===== src/rtl/ps2_pkg.sv =====
// Shared constants, FSM state type and parity helper for the PS/2 key decoder.
package ps2_pkg;

    // Tracked scan codes and prefix bytes
    localparam logic [7:0] SC_A     = 8'h1C;
    localparam logic [7:0] SC_S     = 8'h1B;
    localparam logic [7:0] SC_K     = 8'h42;
    localparam logic [7:0] SC_L     = 8'h4B;
    localparam logic [7:0] SC_BREAK = 8'hF0;
    localparam logic [7:0] SC_EXT   = 8'hE0;

    // Frame receiver states
    typedef enum logic [1:0] {
        IDLE  = 2'd0,
        RECV  = 2'd1,
        CHECK = 2'd2
    } ps2_state_e;

    // Odd parity holds when data bits plus parity bit contain an odd number of ones
    function automatic logic odd_parity_ok(input logic [7:0] data, input logic par);
        return ^{data, par};
    endfunction

endpackage


===== src/rtl/ps2_rx_frame.sv =====
// PS/2 frame receiver: synchronises the raw pins, finds clock falls, shifts in
// 11-bit frames, checks start/parity/stop and discards stalled frames.
module ps2_rx_frame
    import ps2_pkg::*;
#(
    parameter int unsigned CLK_HZ      = 100000000,
    parameter int unsigned TIMEOUT_US  = 2000,
    parameter int unsigned SYNC_STAGES = 2
) (
    input  logic       clk,
    input  logic       rst_n,
    input  logic       key_clk,
    input  logic       key_data,
    output logic [7:0] code,
    output logic       code_valid,
    output logic       frame_err,
    output logic       good_byte,
    output logic [7:0] good_data
);

    localparam int unsigned TIMEOUT_CYC = (CLK_HZ / 32'd1000000) * TIMEOUT_US;
    localparam int unsigned CNT_W       = $clog2(TIMEOUT_CYC + 32'd1);
    localparam logic [CNT_W-1:0] TMO_LAST = CNT_W'(TIMEOUT_CYC - 32'd1);

    logic [SYNC_STAGES-1:0] clk_sync_q, clk_sync_d;
    logic [SYNC_STAGES-1:0] data_sync_q, data_sync_d;
    logic                   clk_prev_q, clk_prev_d;
    ps2_state_e             state_q, state_d;
    logic [10:0]            shift_q, shift_d;
    logic [3:0]             bit_cnt_q, bit_cnt_d;
    logic [CNT_W-1:0]       tmo_q, tmo_d;
    logic [7:0]             code_q, code_d;
    logic                   code_valid_q, code_valid_d;
    logic                   frame_err_q, frame_err_d;
    logic                   fall_s;
    logic                   data_s;
    logic                   frame_ok_s;

    // Synchroniser shift and edge-detect history (bus idles high)
    always_comb begin
        clk_sync_d  = {clk_sync_q[SYNC_STAGES-2:0], key_clk};
        data_sync_d = {data_sync_q[SYNC_STAGES-2:0], key_data};
        clk_prev_d  = clk_sync_q[SYNC_STAGES-1];
        fall_s      = clk_prev_q & ~clk_sync_q[SYNC_STAGES-1];
        data_s      = data_sync_q[SYNC_STAGES-1];
        frame_ok_s  = ~shift_q[0] & shift_q[10] & odd_parity_ok(shift_q[8:1], shift_q[9]);
    end

    // Frame FSM: shift on falls, watch for stalls, validate the finished frame
    always_comb begin
        state_d      = state_q;
        shift_d      = shift_q;
        bit_cnt_d    = bit_cnt_q;
        tmo_d        = tmo_q;
        code_d       = code_q;
        code_valid_d = 1'b0;
        frame_err_d  = 1'b0;
        good_byte    = 1'b0;
        good_data    = shift_q[8:1];
        case (state_q)
            IDLE: begin
                tmo_d = {CNT_W{1'b0}};
                if (fall_s && !data_s) begin
                    shift_d   = {data_s, 10'd0};
                    bit_cnt_d = 4'd1;
                    state_d   = RECV;
                end else begin
                    state_d = IDLE;
                end
            end
            RECV: begin
                if (fall_s) begin
                    shift_d = {data_s, shift_q[10:1]};
                    tmo_d   = {CNT_W{1'b0}};
                    if (bit_cnt_q == 4'd10) begin
                        bit_cnt_d = 4'd0;
                        state_d   = CHECK;
                    end else begin
                        bit_cnt_d = bit_cnt_q + 4'd1;
                    end
                end else if (tmo_q == TMO_LAST) begin
                    frame_err_d = 1'b1;
                    bit_cnt_d   = 4'd0;
                    tmo_d       = {CNT_W{1'b0}};
                    state_d     = IDLE;
                end else begin
                    tmo_d = tmo_q + {{(CNT_W-1){1'b0}}, 1'b1};
                end
            end
            CHECK: begin
                state_d = IDLE;
                if (frame_ok_s) begin
                    code_valid_d = 1'b1;
                    code_d       = shift_q[8:1];
                    good_byte    = 1'b1;
                end else begin
                    frame_err_d = 1'b1;
                end
            end
            default: begin
                state_d   = IDLE;
                bit_cnt_d = 4'd0;
            end
        endcase
    end

    // State and output registers
    always_ff @(posedge clk or negedge rst_n) begin
        if (!rst_n) begin
            clk_sync_q   <= {SYNC_STAGES{1'b1}};
            data_sync_q  <= {SYNC_STAGES{1'b1}};
            clk_prev_q   <= 1'b1;
            state_q      <= IDLE;
            shift_q      <= 11'd0;
            bit_cnt_q    <= 4'd0;
            tmo_q        <= {CNT_W{1'b0}};
            code_q       <= 8'd0;
            code_valid_q <= 1'b0;
            frame_err_q  <= 1'b0;
        end else begin
            clk_sync_q   <= clk_sync_d;
            data_sync_q  <= data_sync_d;
            clk_prev_q   <= clk_prev_d;
            state_q      <= state_d;
            shift_q      <= shift_d;
            bit_cnt_q    <= bit_cnt_d;
            tmo_q        <= tmo_d;
            code_q       <= code_d;
            code_valid_q <= code_valid_d;
            frame_err_q  <= frame_err_d;
        end
    end

    assign code       = code_q;
    assign code_valid = code_valid_q;
    assign frame_err  = frame_err_q;

endmodule


===== src/rtl/ps2_key_decoder.sv =====
// PS/2 keyboard decoder: frame receiver plus make/break/extended prefix
// tracking and one held-level bit for each of the lane keys A, S, K, L.
module ps2_key_decoder
    import ps2_pkg::*;
#(
    parameter int unsigned CLK_HZ      = 100000000,
    parameter int unsigned TIMEOUT_US  = 2000,
    parameter int unsigned SYNC_STAGES = 2
) (
    input  logic       clk,
    input  logic       rst,
    input  logic       key_clk,
    input  logic       key_data,
    output logic       a,
    output logic       s,
    output logic       k,
    output logic       l,
    output logic       code_valid,
    output logic [7:0] code,
    output logic       frame_err
);

    logic       good_byte_s;
    logic [7:0] good_data_s;
    logic       ext_q, ext_d;
    logic       brk_q, brk_d;
    logic       a_q, a_d, s_q, s_d, k_q, k_d, l_q, l_d;

    ps2_rx_frame #(
        .CLK_HZ      (CLK_HZ),
        .TIMEOUT_US  (TIMEOUT_US),
        .SYNC_STAGES (SYNC_STAGES)
    ) u_rx (
        .clk        (clk),
        .rst_n      (rst),
        .key_clk    (key_clk),
        .key_data   (key_data),
        .code       (code),
        .code_valid (code_valid),
        .frame_err  (frame_err),
        .good_byte  (good_byte_s),
        .good_data  (good_data_s)
    );

    // Prefix flags and key levels advance only on a validated byte; the
    // register lands in the same cycle as the receiver's code_valid
    always_comb begin
        ext_d = ext_q;
        brk_d = brk_q;
        a_d   = a_q;
        s_d   = s_q;
        k_d   = k_q;
        l_d   = l_q;
        if (good_byte_s) begin
            case (good_data_s)
                SC_EXT:   ext_d = 1'b1;
                SC_BREAK: brk_d = 1'b1;
                default: begin
                    // Extended codes share base codes with tracked keys; skip them
                    if (!ext_q) begin
                        case (good_data_s)
                            SC_A:    a_d = ~brk_q;
                            SC_S:    s_d = ~brk_q;
                            SC_K:    k_d = ~brk_q;
                            SC_L:    l_d = ~brk_q;
                            default: a_d = a_q;
                        endcase
                    end else begin
                        a_d = a_q;
                    end
                    ext_d = 1'b0;
                    brk_d = 1'b0;
                end
            endcase
        end else begin
            ext_d = ext_q;
        end
    end

    // Prefix and key-level registers
    always_ff @(posedge clk or negedge rst) begin
        if (!rst) begin
            ext_q <= 1'b0;
            brk_q <= 1'b0;
            a_q   <= 1'b0;
            s_q   <= 1'b0;
            k_q   <= 1'b0;
            l_q   <= 1'b0;
        end else begin
            ext_q <= ext_d;
            brk_q <= brk_d;
            a_q   <= a_d;
            s_q   <= s_d;
            k_q   <= k_d;
            l_q   <= l_d;
        end
    end

    assign a = a_q;
    assign s = s_q;
    assign k = k_q;
    assign l = l_q;

endmodule

===== config.mk =====
export PLATFORM = sky130hd
export DESIGN_NAME = ps2_key_decoder
export DESIGN_NICKNAME = d
export VERILOG_FILES = /design/src/rtl/ps2_pkg.sv /design/src/rtl/ps2_rx_frame.sv /design/src/rtl/ps2_key_decoder.sv
export SDC_FILE = /design/constraint.sdc
export NUM_CORES = 1
export LEC_CHECK = 0
export CORE_MARGIN = 1.5
export CORE_UTILIZATION = 60
export CTS_BUF_LIST = sky130_fd_sc_hd__clkbuf_8 sky130_fd_sc_hd__clkbuf_16
export DETAILED_ROUTE_END_ITERATION = 8
export DONT_BUFFER_PORTS = 1
export GPL_TIMING_DRIVEN = 0
export PLACE_DENSITY = 0.76
export SLEW_MARGIN = 40
export SYNTH_ARGS = -nofsm -noshare
export SYNTH_HDL_FRONTEND = slang
export SYNTH_HIERARCHICAL = 1
export SYNTH_SLANG_ARGS = --single-unit

===== constraint.sdc =====
create_clock -name clk -period 4 [get_ports clk]
set_input_delay 0.6 -clock clk [delete_from_list [all_inputs] [get_ports clk]]
set_output_delay 0.6 -clock clk [all_outputs]
set_load 0.02 [all_outputs]

# Yosys cells after proc, flatten, opt, wreduce, memory -nomap -nowiden
# Index checks and enable logic that the tools add are counted.
# totals
reg_bits	56
out_inout_bits	14
input_bits	4
# classes
n_bitwise	11
addsub	2
eq_ne	14
n_mux	24
n_reduce_logical	16
# ops
cell	n
two-way mux 18 bit	2
one-hot mux 18 bit (2 select lines)	1
two-way mux 11 bit	2
one-hot mux 11 bit (2 select lines)	1
adder 18 x 1 -> 18 bit (second input constant)	1
== test 18 bit (second input constant)	1
== test 8 x 5 -> 1 bit (second input constant)	2
== test 8 x 7 -> 1 bit (second input constant)	2
== test 8 bit (second input constant)	2
two-way mux 4 bit	4
AND reduction 4 bit	4
one-hot mux 4 bit (3 select lines)	1
XOR reduction 9 bit	1
NOT 1 bit	8
AND reduction 2 bit	4
two-way mux 1 bit	6
two-way mux 2 bit	3
one-hot mux 1 bit (2 select lines)	3
AND reduction 3 bit	2
adder 4 x 1 -> 4 bit (second input constant)	1
== test 4 bit (second input constant)	1
!= test 2 x 1 -> 1 bit (second input constant)	2
one-hot mux 2 bit (2 select lines)	1
AND 1 bit	3
9 further kinds	9

# Logic depth before layout (Yosys ltp)
# Gate-level depths: netlist of the first run.
# logic_depth
depth_word	6
depth_mapped	9

# Hierarchy
# Netlist of the first run, hierarchy kept.
# modules_own_cells
module	seq_area_each_um2	cells_per_inst	n_inst	area_per_inst_um2
ps2_rx_frame	1257.5	239	1	2463.6
ps2_key_decoder	150.1	29	1	324.1

# Least setup slack after synthesis of the first run
# No wires, ideal clock.
# synth_path
path_kind	register to register
from	register u_rx.shift_q[5]
to	register a_q (netlist: a)
path_stages_with_launch	10
arrival_ps	2271
path_buffers	1
path_slack_ps	1603
t_required_ps	3874
path_cell_list	dfrtp_1 > xor2_1 > xnor3_1 > xnor2_1 > or3b_1 > buf_6 > inv_1 > nor4b_4 > nand4b_1 > mux2i_1
# synth_between
elab_chain_cells	5
# synth_lines
item	line_no	source
start: declaration	ps2_rx_frame.sv:29	logic [10:0] shift_q, shift_d;
start signal: assignment	ps2_rx_frame.sv:125	shift_q <= shift_d;
XOR reduction 9 bit	ps2_pkg.sv:21	return ^{data, par};
AND 1 bit	ps2_rx_frame.sv:46	frame_ok_s = ~shift_q[0] & shift_q[10] & odd_parity_ok(shift_q[8:1], shift_q[9]);
two-way mux 1 bit	ps2_rx_frame.sv:92	if (frame_ok_s) begin
two-way mux 1 bit	ps2_rx_frame.sv:60	case (state_q)
named net good_byte_s	ps2_key_decoder.sv:23	logic good_byte_s;
AND reduction 4 bit (no source line)	n/a	
end signal: assignment	ps2_key_decoder.sv:85	a_q <= 1'b0;
end signal: assignment	ps2_key_decoder.sv:92	a_q <= a_d;
end: declaration	ps2_key_decoder.sv:27	logic a_q, a_d, s_q, s_d, k_q, k_d, l_q, l_d;
# The timed path passes the listed nets, and every way through them passes these cells.
# A chain may end at the register's enable or synchronous reset.

# Worst setup path in the final report of the first run
# layout_path
from	register u_rx.shift_q[5]
to	register l_q (netlist: l)
# layout_between
elab_chain_cells	5
# layout_lines
item	line_no	source
XOR reduction 9 bit	ps2_pkg.sv:21	
AND 1 bit	ps2_rx_frame.sv:46	
two-way mux 1 bit	ps2_rx_frame.sv:92	
two-way mux 1 bit	ps2_rx_frame.sv:60	
named net good_byte_s	ps2_key_decoder.sv:23	
AND reduction 4 bit (no source line)	n/a	
end signal: assignment	ps2_key_decoder.sv:95	l_q <= l_d;
end: declaration	ps2_key_decoder.sv:27	
# The timed path passes the listed nets, and every way through them passes these cells.

==> impl_metrics.toml, run 1 <==
[status]
status = "complete, no violations"

[floorplan]
pin_count = 18
dieArea_um2 = 5060
coreArea_um2 = 4410
dieHeight_um = 71.2
rows = 24
die_w_um = 71.2
start_util = 0.632

[clocking]
clk_pin_slew_ps = 100
cts.sinks = 56
clockBufferDepth = 2
clk_latency_ps = 310
postCtsSetupBuffers = 0
clock-root-buffer = "clkbuf_8"
htree_levels = 2
cts_tree = "built"
cts_made_buffers = 5

[setup_path]
rr_endpoint = "l"
r2r_cells = 9
cp.arrival_ps = 2800
worstSetupStartpoint = "u_rx/shift_q[5]"
r2r-start = "u_rx/shift_q[5]"
critPathMaxFanout = 9
r2r_slack_ps = 1400
criticalPathCategory = "flip-flop to flip-flop"
start_kind = "flip-flop"
cp.required_ps = 4200
crit_end = "l"
critPathCaptureType = "flip-flop"

[sta]
min_period_ps = 2600
tightest_slew_ps = 464
max_freq_ghz = 0.384
finalMaxSlewViolations = 0
hold_viol = 0
clock_skew_ps = 7.19
slew_headroom = 0.691
final.setup.worst_slack_ps = 1400
finalCritPeriodShare = 0.650
finalSetupViolCount = 0
grt_setup_unrepaired = "no"
tns_ps = 0

[logic_synthesis]
synth_cell_types = 47
synth_warnings = 6
postSynthCellCount = 268
yosysSeqAreaShare = 0.505
netlist_area_um2 = 2790
syn_area_per_cell_um2 = 10.4
ys_ff_latch = 56
async_flop_share = 1.00
ys.flop_type = "dfrtp_1"
synth_edf_count = 0
synth_nets = 278

[placement]
port_buffers = 0
gp_congestion = 0.828
dpl.hpwl_um = 3250
placed_area_um2 = 2850
place_ws_ps = 1400

[global_route]
grt_max_degree = 52
first_global_vias = 1831
grt_overflow = 0
grt_use_total = 0.213
grt_first_pass_wirelength_um = 8530
grt_antenna_before_repair = 0

[finish]
nets = 286
n_fill_cell = 341
fin_area_um2 = 2990
final_cell_mix = "51 x dfrtp_1, 36 x nand2_1, 20 x nor2_1"
final_common_cell = "dfrtp_1"
multi_input_area_um2 = 1230
diodes = 0
area_growth_pct = 7.32
seq_area_um2 = 1410
final_layout_size_suffix_gt1_frac = 0.141

[route]
firstDrtPassIters = 4
routed_via_density = 5.77
wirelength_um = 4760
wire_per_inst_um = 14.5
routed-via-count = 1897
drc = 0
drtIter0Drc = 81
ant_nets = 0

[pwr]
vdd_drop_max_uv = 274
p_leak_nw = 1.36
cellPowerDensity_nw_per_um2 = 341

[hold_path]
hold_class = "input port to asynchronous set/reset pin"

[flow_run]
drv_cap = 0
==> worst max-delay path, cell delays in order (launching register included) <==
cell	delay, ps
dfrtp_1	450
xor2_1	170
xnor3_1	410
xnor2_1	160
or3b_1	400
buf_6	170
inv_1	140
nor4b_4	290
nand4_1	160
mux2i_1	140
==> state kept, by name, summed over array words and instances, names as in the netlist <==
register and count:
brk_q 1, u_rx/data_sync_q 2, u_rx/state_q 2, s 1, u_rx/code 8, u_rx/clk_prev_q 1, k 1, u_rx/clk_sync_q 2
u_rx/tmo_q 18, ext_q 1, u_rx/code_valid 1, u_rx/shift_q 11, a 1, u_rx/bit_cnt_q 4, u_rx/frame_err 1, l 1
==> layer usage <==
| layer | global-route usage | share of wire | wire, um |
|---|---|---|---|
| met5 | 0 | 0 | 0 |
| met4 | 0.0734 | 0.015 | 70 |
| met3 | 0.0513 | 0.038 | 183 |
| met2 | 0.347 | 0.48 | 2310 |
| met1 | 0.281 | 0.46 | 2200 |
==> where the power goes <==
| part | switching [mW] | total (mW) | leakage [nW] | internal [mW] |
|---|---|---|---|---|
| clock network | 0.181 | 0.366 | 0.0541 | 0.185 |
| logic | 0.0381 | 0.0619 | 0.545 | 0.0238 |
| registers | 0.0125 | 0.593 | 0.760 | 0.580 |
| total | 0.232 | 1.02 | 1.36 | 0.789 |
==> what timing repair did <==
action                    CTS  global route
hold endpoints to repair   51             0
gates resized for setup     0             0
hold buffers                1             0
==> final cells by class <==
class,count,share of cell area
well taps,52,0.0217
inverters,11,0.0138
plain buffers,18,0.0355
clock inverters,3,0.0142
repair buffers,1,0.00920
flip-flops and latches,56,0.471
multi-input cells,183,0.412
clock buffers,5,0.0230
==> logic make-up (layout without fill, tap and decap cells) <==
| group | count (synthesis) | after routing | share of synthesized area |
|---|---|---|---|
| AND/OR/NAND/NOR | 104 | 104 | 0.196 |
| flip-flops | 56 | 56 | 0.505 |
| AO/OA/AOI/OAI | 38 | 38 | 0.0803 |
| buffers and inverters | 29 | 38 | 0.0530 |
| multiplexers | 18 | 18 | 0.0803 |
| XOR/XNOR | 17 | 17 | 0.0583 |
| adder cells (fa/ha/maj) | 6 | 6 | 0.0269 |
==> worst min-delay path by stage <==
stage,startpoint,to,slack [ps],cells past startpoint
final,rst,u_rx/clk_prev_q,120,0
after detailed placement,rst,u_rx/bit_cnt_q[2],310,0
after global placement,rst,u_rx/bit_cnt_q[3],310,0
after floorplan,rst,a,300,0
after global routing,rst,u_rx/clk_prev_q,100,0
after CTS,rst,u_rx/data_sync_q[0],110,0
==> per-stage QoR <==
step / instances / hold slack (ps) / util / power, mW
3_5_place_dp: 320 / 305 / 0.646 / 0.654
6_report: 329 / 125 / 0.678 / 1.02
5_1_grt: 329 / 102 / 0.678 / 1.06
3_3_place_gp: 320 / 306 / 0.646 / 0.651
2_1_floorplan: 268 / 304 / - / 0.641
4_1_cts: 329 / 112 / 0.678 / 1.03
==> cell usage after synthesis, drive strengths merged, types with 5 or more instances <==
library cell  count  share of area
a21oi             8          0.014
buf              10          0.027
clkbuf            8          0.011
dfrtp            51           0.46
dfstp             5          0.047
ha                6          0.027
inv              11          0.015
mux2             11          0.055
mux2i             7          0.025
nand2            36          0.048
nand3             7          0.013
nand4            10          0.022
nor2             20          0.027
o21ai            18          0.032
xnor2             7          0.022
xor2              9          0.028
(Power assumes the default switching activity.)
==> run 2, diff against run 1 <==
ABC_AREA = 1   (was default)
clock period = 2.4 ns   (was 4 ns; I/O delays follow)
==> run 2 against run 1 <==
Sequential power grew 67%. Register-to-register slack lost 1100 ps. Hold slack lost 79 ps. Synthesized area grew 14%. Largest power group unchanged. Critical endpoint is now k. Sequential share of layout area shrank 5.8 points. Sequential cell count is the same.
==> impl_metrics.toml, run 2 <==
[pwr]
p_leak_nw = 1.51
power.total_mw = 1.74
cellPowerDensity_nw_per_um2 = 508
vdd_drop_max_uv = 290

[setup_path]
r2r_slack_ps = 260
start_kind = "flip-flop"
criticalPathCategory = "flip-flop to flip-flop"
critPathMaxFanout = 10
cp.arrival_ps = 2340
r2r_cells = 15
critPathCaptureType = "flip-flop"
cp.required_ps = 2600

[hold_path]
whs_path_depth = 0
hold_class = "input port to flip-flop"

[global_route]
grt_first_pass_wirelength_um = 9330
first_global_vias = 2217
grt_antenna_before_repair = 0
grt_use_total = 0.211
grt_overflow = 0
grt_max_degree = 57

[clocking]
clockBufferDepth = 2
clock-root-buffer = "clkbuf_8"
cts_tree = "built"
htree_levels = 2
clk_pin_slew_ps = 90
cts_made_buffers = 5
postCtsSetupBuffers = 0
clk_latency_ps = 310
cts.sinks = 56

[route]
met2_length_um = 2730
ant_nets = 0
drtIter0Drc = 126
routed.top_layer = "met4"
wirelength_um = 5420
wire_per_inst_um = 11.8
firstDrtPassIters = 4
drc = 0
routed-via-count = 2357
met3_length_um = 139
routed_via_density = 5.14
wl_met1_um = 2450

[finish]
largest_register_ffs = 18
largest-register = "u_rx/tmo_q"
multi_input_area_um2 = 1470
nets = 398
final_cell_mix = "89 x nand2_1, 50 x dfrtp_1, 40 x inv_1"
diodes = 0
final_common_cell = "nand2_1"
area_growth_pct = 7.48
n_fill_cell = 440
seq_area_um2 = 1410
fin_area_um2 = 3420
final_layout_size_suffix_gt1_frac = 0.224

[logic_synthesis]
ys.flop_type = "dfrtp_1"
synth_nets = 389
syn_area_per_cell_um2 = 8.39
synth_edf_count = 0
netlist_top_cells_count = "89 x nand2_1, 51 x dfrtp_1, 40 x inv_1, 30 x nor2_1, 28 x nand3_1"
ys_ff_latch = 56
synth_warnings = 6
synth_cell_types = 39
postSynthCellCount = 379
synth_top_area_frac = 0.402
synth_area_leaders = "dfrtp_1 40%, nand2_1 11%, inv_1 4.7%"
yosysSeqAreaShare = 0.443
async_flop_share = 1.00
synth.most_common_cell = "nand2_1"
synth_area_leader_cell = "dfrtp_1"
netlist_area_um2 = 3180

[sta]
tightest_slew_ps = 443
finalMaxSlewViolations = 0
slew_headroom = 0.705
finalSetupViolCount = 0
clock_skew_ps = 9.23
max_freq_ghz = 0.467
finalCritPeriodShare = 0.892
tns_ps = 0
min_period_ps = 2140
grt_setup_unrepaired = "no"
hold_viol = 0

[floorplan]
dieArea_um2 = 5740
rows = 26
die_w_um = 75.8
pin_count = 18
start_util = 0.622
coreArea_um2 = 5110
dieHeight_um = 75.8

[placement]
placed_area_um2 = 3270
gp_congestion = 0.897
dpl.hpwl_um = 3970
port_buffers = 0

[flow_run]
drv_cap = 0

[status]
status = "complete, no violations"
-- run 2: final cells by class --
type	count	share of cell area
plain buffers	13	0.0315
clock buffers	5	0.0201
clock inverters	3	0.0114
inverters	49	0.0564
multi-input cells	261	0.432
flip-flops and latches	56	0.412
well taps	70	0.0256
repair buffers	2	0.0110
-- run 2: worst paths after layout --
path                                startpoint                  end
min in group asynchronous                  rst         u_rx/code[3]
min reg2reg                u_rx/data_sync_q[0]  u_rx/data_sync_q[1]
max reg2reg                    u_rx/shift_q[3]                    k
max                            u_rx/shift_q[3]                    k
min                                   key_data  u_rx/data_sync_q[0]
max in group asynchronous                  rst      u_rx/clk_prev_q
-- run 2: cell families (layout without fill, tap and decap cells) --
group,after synthesis,after routing,share of synthesized area
compound gates,38,38,0.0744
xor+xnor,12,12,0.0331
fa+ha+maj,6,6,0.0236
buf+inv,62,72,0.0933
flops,56,56,0.443
simple gates,205,205,0.333
-- run 2: where the power goes --
group | internal, mW | switching (mW) | total [mW]
Sequential | 0.971 | 0.0209 | 0.992
Clock | 0.306 | 0.292 | 0.598
Combinational | 0.0485 | 0.0965 | 0.145
Total | 1.33 | 0.409 | 1.74
-- run 2: repair_timing --
item,4_1_cts,5_1_grt
hold buffers,2,0
endpoints found under the setup margin,0,2
gates resized for setup,0,2
endpoints found under the hold margin,56,0
-- run 2: critical path: stages (launching register included) --
cell        delay [ps]
dfrtp_1            460
inv_2              110
nand2_1             50
nand2_1             80
nand2_1             60
nand3_1             90
nand3_1             90
nand2_2            110
nand3_4            130
buf_6              190
clkinvlp_4         120
nand4_1            140
nor2_1             180
nand3_1            100
nand2_1             70
nand2_1             50
-- run 2: layer usage --
layer / track usage / vias to the layer above
li1: - / 1211
met1: 0.249 / 1109
met2: 0.375 / 29
met3: 0.0489 / 8
met4: 0.0754 / 0
met5: 0 / -
-- run 2: through the flow --
stage | util | setup WS (ps) | hold WS, ps | instances
4_1_cts | 0.668 | 157 | 30.8 | 459
3_3_place_gp | 0.639 | 237 | 65.6 | 449
2_1_floorplan | - | 573 | 64.4 | 379
3_5_place_dp | 0.639 | 187 | 65.6 | 449
6_report | 0.669 | 260 | 45.8 | 459
5_1_grt | 0.669 | 28.2 | 25.2 | 459
